### src/rtl/fifo_arb_pkg.sv
// Shared types and sizing helpers for the async-FIFO write-port arbiter.
// Defines the arbiter state encoding and the default index and counter widths.
package fifo_arb_pkg;

  typedef enum logic {
    IDLE = 1'b0,
    XFER = 1'b1
  } arb_state_e;

  function automatic int idx_w(input int n);
    return (n > 1) ? $clog2(n) : 1;
  endfunction

  function automatic int cnt_w(input int maxburst);
    return $clog2(maxburst) + 1;
  endfunction

  localparam int NREQ_DEF     = 4;
  localparam int MAXBURST_DEF = 4;
  localparam int REQ_IDX_W    = idx_w(NREQ_DEF);
  localparam int CNT_W        = cnt_w(MAXBURST_DEF);

endpackage

### src/rtl/fifo_wr_rr_pick.sv
// Combinational rotating-priority picker: the first set request after rr_ptr wins.
// Outputs the winner both as a one-hot vector and as an index, plus an any-request flag.
module fifo_wr_rr_pick
  import fifo_arb_pkg::*;
#(
  parameter int NREQ = 4,
  parameter int IW   = idx_w(NREQ)
) (
  input  logic [NREQ-1:0] req,
  input  logic [IW-1:0]   rr_ptr,
  output logic [NREQ-1:0] winner,
  output logic [IW-1:0]   winner_idx,
  output logic            any
);

  logic [IW-1:0] cand;

  // The search starts one past rr_ptr, so the most recent owner has the lowest priority.
  always_comb begin
    winner     = '0;
    winner_idx = '0;
    any        = 1'b0;
    cand       = '0;
    for (int i = 1; i <= NREQ; i++) begin
      cand = IW'((int'(rr_ptr) + i) % NREQ);
      if (!any && req[cand]) begin
        any          = 1'b1;
        winner[cand] = 1'b1;
        winner_idx   = cand;
      end
    end
  end

endmodule

### src/rtl/fifo_write_arbiter.sv
// Round-robin arbiter that shares the FIFO write port among NREQ producers.
// Each grant lasts for one packet or for at most MAXBURST words, and no write is made while wfull is high.
module fifo_write_arbiter
  import fifo_arb_pkg::*;
#(
  parameter int DSIZE    = 8,
  parameter int NREQ     = NREQ_DEF,
  parameter int MAXBURST = MAXBURST_DEF
) (
  input  logic                  wclk,
  input  logic                  wrst,
  input  logic [NREQ-1:0]       req_valid,
  input  logic [NREQ*DSIZE-1:0] req_data,
  input  logic [NREQ-1:0]       req_last,
  output logic [NREQ-1:0]       req_ready,
  input  logic                  wfull,
  output logic [DSIZE-1:0]      wdata,
  output logic                  winc,
  output logic [NREQ-1:0]       grant,
  output logic                  busy
);

  localparam int IW = idx_w(NREQ);
  localparam int BW = cnt_w(MAXBURST);

  arb_state_e      state_q, state_d;
  logic [NREQ-1:0] grant_q, grant_d;
  logic [IW-1:0]   rr_ptr_q, rr_ptr_d;
  logic [BW-1:0]   burst_cnt_q, burst_cnt_d;

  logic [NREQ-1:0]  pick_onehot;
  logic [IW-1:0]    pick_idx;
  logic             pick_any;
  logic [IW-1:0]    g_idx;
  logic             sel_valid;
  logic             sel_last;
  logic [DSIZE-1:0] sel_data;
  logic             at_cap;

  fifo_wr_rr_pick #(
    .NREQ (NREQ),
    .IW   (IW)
  ) u_pick (
    .req        (req_valid),
    .rr_ptr     (rr_ptr_q),
    .winner     (pick_onehot),
    .winner_idx (pick_idx),
    .any        (pick_any)
  );

  always_ff @(posedge wclk) begin
    if (wrst) begin
      state_q     <= IDLE;
      grant_q     <= '0;
      rr_ptr_q    <= IW'(NREQ - 1);
      burst_cnt_q <= '0;
    end else begin
      state_q     <= state_d;
      grant_q     <= grant_d;
      rr_ptr_q    <= rr_ptr_d;
      burst_cnt_q <= burst_cnt_d;
    end
  end

  // The one-hot grant steers the mux directly; the index is only needed for rr_ptr on release.
  always_comb begin
    g_idx     = '0;
    sel_valid = 1'b0;
    sel_last  = 1'b0;
    sel_data  = '0;
    for (int i = 0; i < NREQ; i++) begin
      if (grant_q[i]) begin
        g_idx     = IW'(i);
        sel_valid = req_valid[i];
        sel_last  = req_last[i];
        sel_data  = req_data[i*DSIZE +: DSIZE];
      end
    end
  end

  always_comb begin
    busy        = (state_q == XFER);
    winc        = busy & sel_valid & ~wfull;
    req_ready   = (busy && !wfull) ? grant_q : '0;
    wdata       = busy ? sel_data : '0;
    grant       = grant_q;
    at_cap      = (burst_cnt_q == BW'(MAXBURST - 1));
    state_d     = state_q;
    grant_d     = grant_q;
    rr_ptr_d    = rr_ptr_q;
    burst_cnt_d = burst_cnt_q;
    case (state_q)
      IDLE: begin
        if (pick_any) begin
          state_d     = XFER;
          grant_d     = pick_onehot;
          burst_cnt_d = '0;
        end
      end
      XFER: begin
        if (winc) begin
          burst_cnt_d = burst_cnt_q + 1'b1;
          // Release goes through IDLE, which always leaves one idle cycle between grants.
          if (sel_last || at_cap) begin
            state_d     = IDLE;
            grant_d     = '0;
            rr_ptr_d    = g_idx;
            burst_cnt_d = '0;
          end
        end
      end
      default: begin
        state_d = IDLE;
        grant_d = '0;
      end
    endcase
  end

endmodule

### config.mk
export PLATFORM = sky130hd
export DESIGN_NAME = fifo_write_arbiter
export DESIGN_NICKNAME = d
export VERILOG_FILES = /design/src/rtl/fifo_arb_pkg.sv /design/src/rtl/fifo_wr_rr_pick.sv /design/src/rtl/fifo_write_arbiter.sv
export SDC_FILE = /design/constraint.sdc
export NUM_CORES = 1
export LEC_CHECK = 0
export CAP_MARGIN = 20
export CORE_UTILIZATION = 30
export CTS_CLUSTER_DIAMETER = 120
export CTS_CLUSTER_SIZE = 20
export DETAILED_ROUTE_END_ITERATION = 8
export GPL_ROUTABILITY_DRIVEN = 0
export GPL_TIMING_DRIVEN = 0
export PLACE_DENSITY_LB_ADDON = 0.08
export SYNTH_ARGS = -nofsm -noshare
export SYNTH_HDL_FRONTEND = slang
export SYNTH_HIERARCHICAL = 1
export SYNTH_SLANG_ARGS = --single-unit
### constraint.sdc
create_clock -name wclk -period 5.6 [get_ports wclk]
set_input_delay 1.4 -clock wclk [delete_from_list [all_inputs] [get_ports wclk]]
set_output_delay 1.4 -clock wclk [all_outputs]
set_load 0.01 [all_outputs]
==> out/metrics.csv <==
stage,metric,value,unit
route,route.vias.total,1632,
worst_setup_path,reg2reg_from,rr_ptr_q[0],
floorplan,fp.coreArea,0.00438,sq mm
global_routing,grt_pass1_wl,7570,um
sta,finalSetupViolCount,0,
sta,period_needed,4.40,ns
floorplan,dieArea,0.00484,sq mm
sta,tightest_slew,0.551,ns
cells_and_area,nFillCells,458,
worst_hold_path,hp-class,flip-flop to flip-flop,
cells_and_area,seqCellArea,200,sq um
worst_setup_path,timing.critical_path.mode_cell,clkdlybuf4s50_1,
pwr,total_power,0.244,mW
sta,rsz0062_at_grt,no,
cells_and_area,final_layout_size_suffix_gt1_frac,0.103,
worst_setup_path,cpLargestDelayFamily,buffers and inverters,
worst_setup_path,critPathRequiredTime,4.20,ns
worst_setup_path,end_kind,primary output,
global_routing,grt_pass1_vias,1547,
pwr,peakVddDrop,0.000143,V
global_routing,grt-ovfl-total,0,
worst_setup_path,critPathBufInv,2,
worst_setup_path,r2r_cells,12,
cells_and_area,diodes,0,
worst_setup_path,critPathSlowestCell,clkdlybuf4s50_1,
floorplan,io_pins,61,
worst_setup_path,max_stage_delay,0.56,ns
floorplan,start_util,0.312,
synthesis,synthesis.area,0.00137,sq mm
cts,cts_max_path_buffers,2,
route,antenna_left,0,
route,drt_iter0_drc,78,
worst_setup_path,crit_arrival,3.00,ns
sta,fmax,0.227,GHz
cts,clock-sinks,10,
worst_hold_path,holdPathStages,1,
cts,post_cts_buffers,0,
worst_setup_path,crit_type,input port to primary output,
sta,slew_viol_final,0,
route,wl,4530,um
cts,cts.htree.levels,1,
cts,cts_resized,0,
cells_and_area,post-route-util,0.475,
route,dr.pass1.iters,5,
cts,cts_root_buffer,clkbuf_8,
route,drc,0,
global_routing,antenna_found_initial,0,
synthesis,yosys_warnings,6,
sta,fin_crit_sh,0.786,
cts,holdBufCountCts,0,
place,dp_hpwl,3540,um
floorplan,die_w,69.6,um
flow_run,drv_cap,0,
sta,max_slew_margin,0.622,
synthesis,syn-instance-count,171,
worst_setup_path,path_cells,clkdlybuf4s50_1 -> and2b_1 -> o221ai_4 -> nor2_1 -> clkdlybuf4s50_1,
sta,fin_tns_setup,0,ns
cts,tritoncts,done,
place,port_buffers,59,
cells_and_area,area_delta_synth_final,51.9,%
global_routing,grtUsageTotal,0.192,
worst_hold_path,hold_path.startpoint,burst_cnt_q[0],
route,viasPerCell,5.71,
floorplan,core.rowCount,24,
worst_setup_path,timing.rr.end,grant[3],
worst_setup_path,cp-start-kind,input port,
worst_hold_path,whs_endpoint,burst_cnt_q[0],
global_routing,grt_start_max_net_pins,11,
pwr,power_leakage,0.760,nW
synthesis,syn_avg_cell_area,8.01,sq um
sta,hold_viol_final,0,
worst_setup_path,r2r_slack,2.80,ns
sta,finalClockSkew,0.000409,ns
status,outcome,"complete, no violations",
route,routedWlPerCell,15.8,um
cells_and_area,num-nets-final,288,
cts,clk_latency,0.23,ns
floorplan,die_y,69.6,um
pwr,power.density,117,mW/mm^2
cts,cts_buffers,3,
synthesis,syn-num-nets,224,
cts,clk_pin_slew,0.05,ns
worst_setup_path,crit_fanout,5,
cells_and_area,multi_input_area,0.00101,sq mm
[where the power goes]
group | internal, mW | total (mW) | switching (mW)
sequential | 0.0731 | 0.0745 | 0.00139
combinational | 0.0457 | 0.0795 | 0.0339
clock | 0.0618 | 0.0898 | 0.0280
[worst max path at each step]
| stage | start | end | slack [ns] | cells past startpoint |
|---|---|---|---|---|
| 5_1_grt | wfull | winc | 1.15 | 5 |
| 6_report | wfull | winc | 1.20 | 5 |
| 3_3_place_gp | wfull | winc | 1.20 | 5 |
| 2_1_floorplan | req_valid[1] | winc | 2.20 | 3 |
| 4_1_cts | wfull | winc | 1.20 | 5 |
| 3_5_place_dp | wfull | winc | 1.20 | 5 |
[final cells by class]
| class | instances | area share |
|---|---|---|
| multi-input combinational | 130 | 0.485 |
| sequential | 10 | 0.0962 |
| timing repair buffer | 59 | 0.284 |
| tap | 52 | 0.0313 |
| buffer | 17 | 0.0517 |
| clock buffer | 4 | 0.0265 |
| inverter | 14 | 0.0253 |
[state kept, by name (all words and copies together), names as in the netlist]
register     count
burst_cnt_q      3
busy             1
grant            4
rr_ptr_q         2
[metal layers]
metal / vias to the layer above / routed length (um) / global-route usage
met5: - / 0 / 0
met3: 7 / 358 / 0.0334
li1: 784 / - / -
met4: 0 / 59 / 0.0567
met1: 758 / 2140 / 0.264
met2: 83 / 1960 / 0.304
[through the flow]
stage | instance area (sq um) | hold WS [ns] | setup WS (ns) | cells
5_1_grt | 2080 | 0.514 | 1.15 | 286
4_1_cts | 2080 | 0.477 | 1.20 | 286
3_3_place_gp | 2030 | 0.467 | 1.20 | 282
3_5_place_dp | 2030 | 0.473 | 1.20 | 282
6_report | 2080 | 0.475 | 1.20 | 286
2_1_floorplan | 1370 | 0.439 | 2.20 | 171
[cells in the final DEF (no fill, tap or decap), drive strengths merged, types with 4 or more instances in the layout]
cell type	count
o41ai	6
o31ai	4
a31oi	5
or3	6
a22oi	8
nor3	7
a2111o	4
inv	14
nand2	9
nand3	4
ha	10
nor2	10
o221ai	9
nor3b	4
nand4	7
clkbuf	12
mux2i	4
buf	9
clkdlybuf4s50	59
a21oi	13
dfxtp	10
Note: power is estimated with default switching activity, not from simulation.
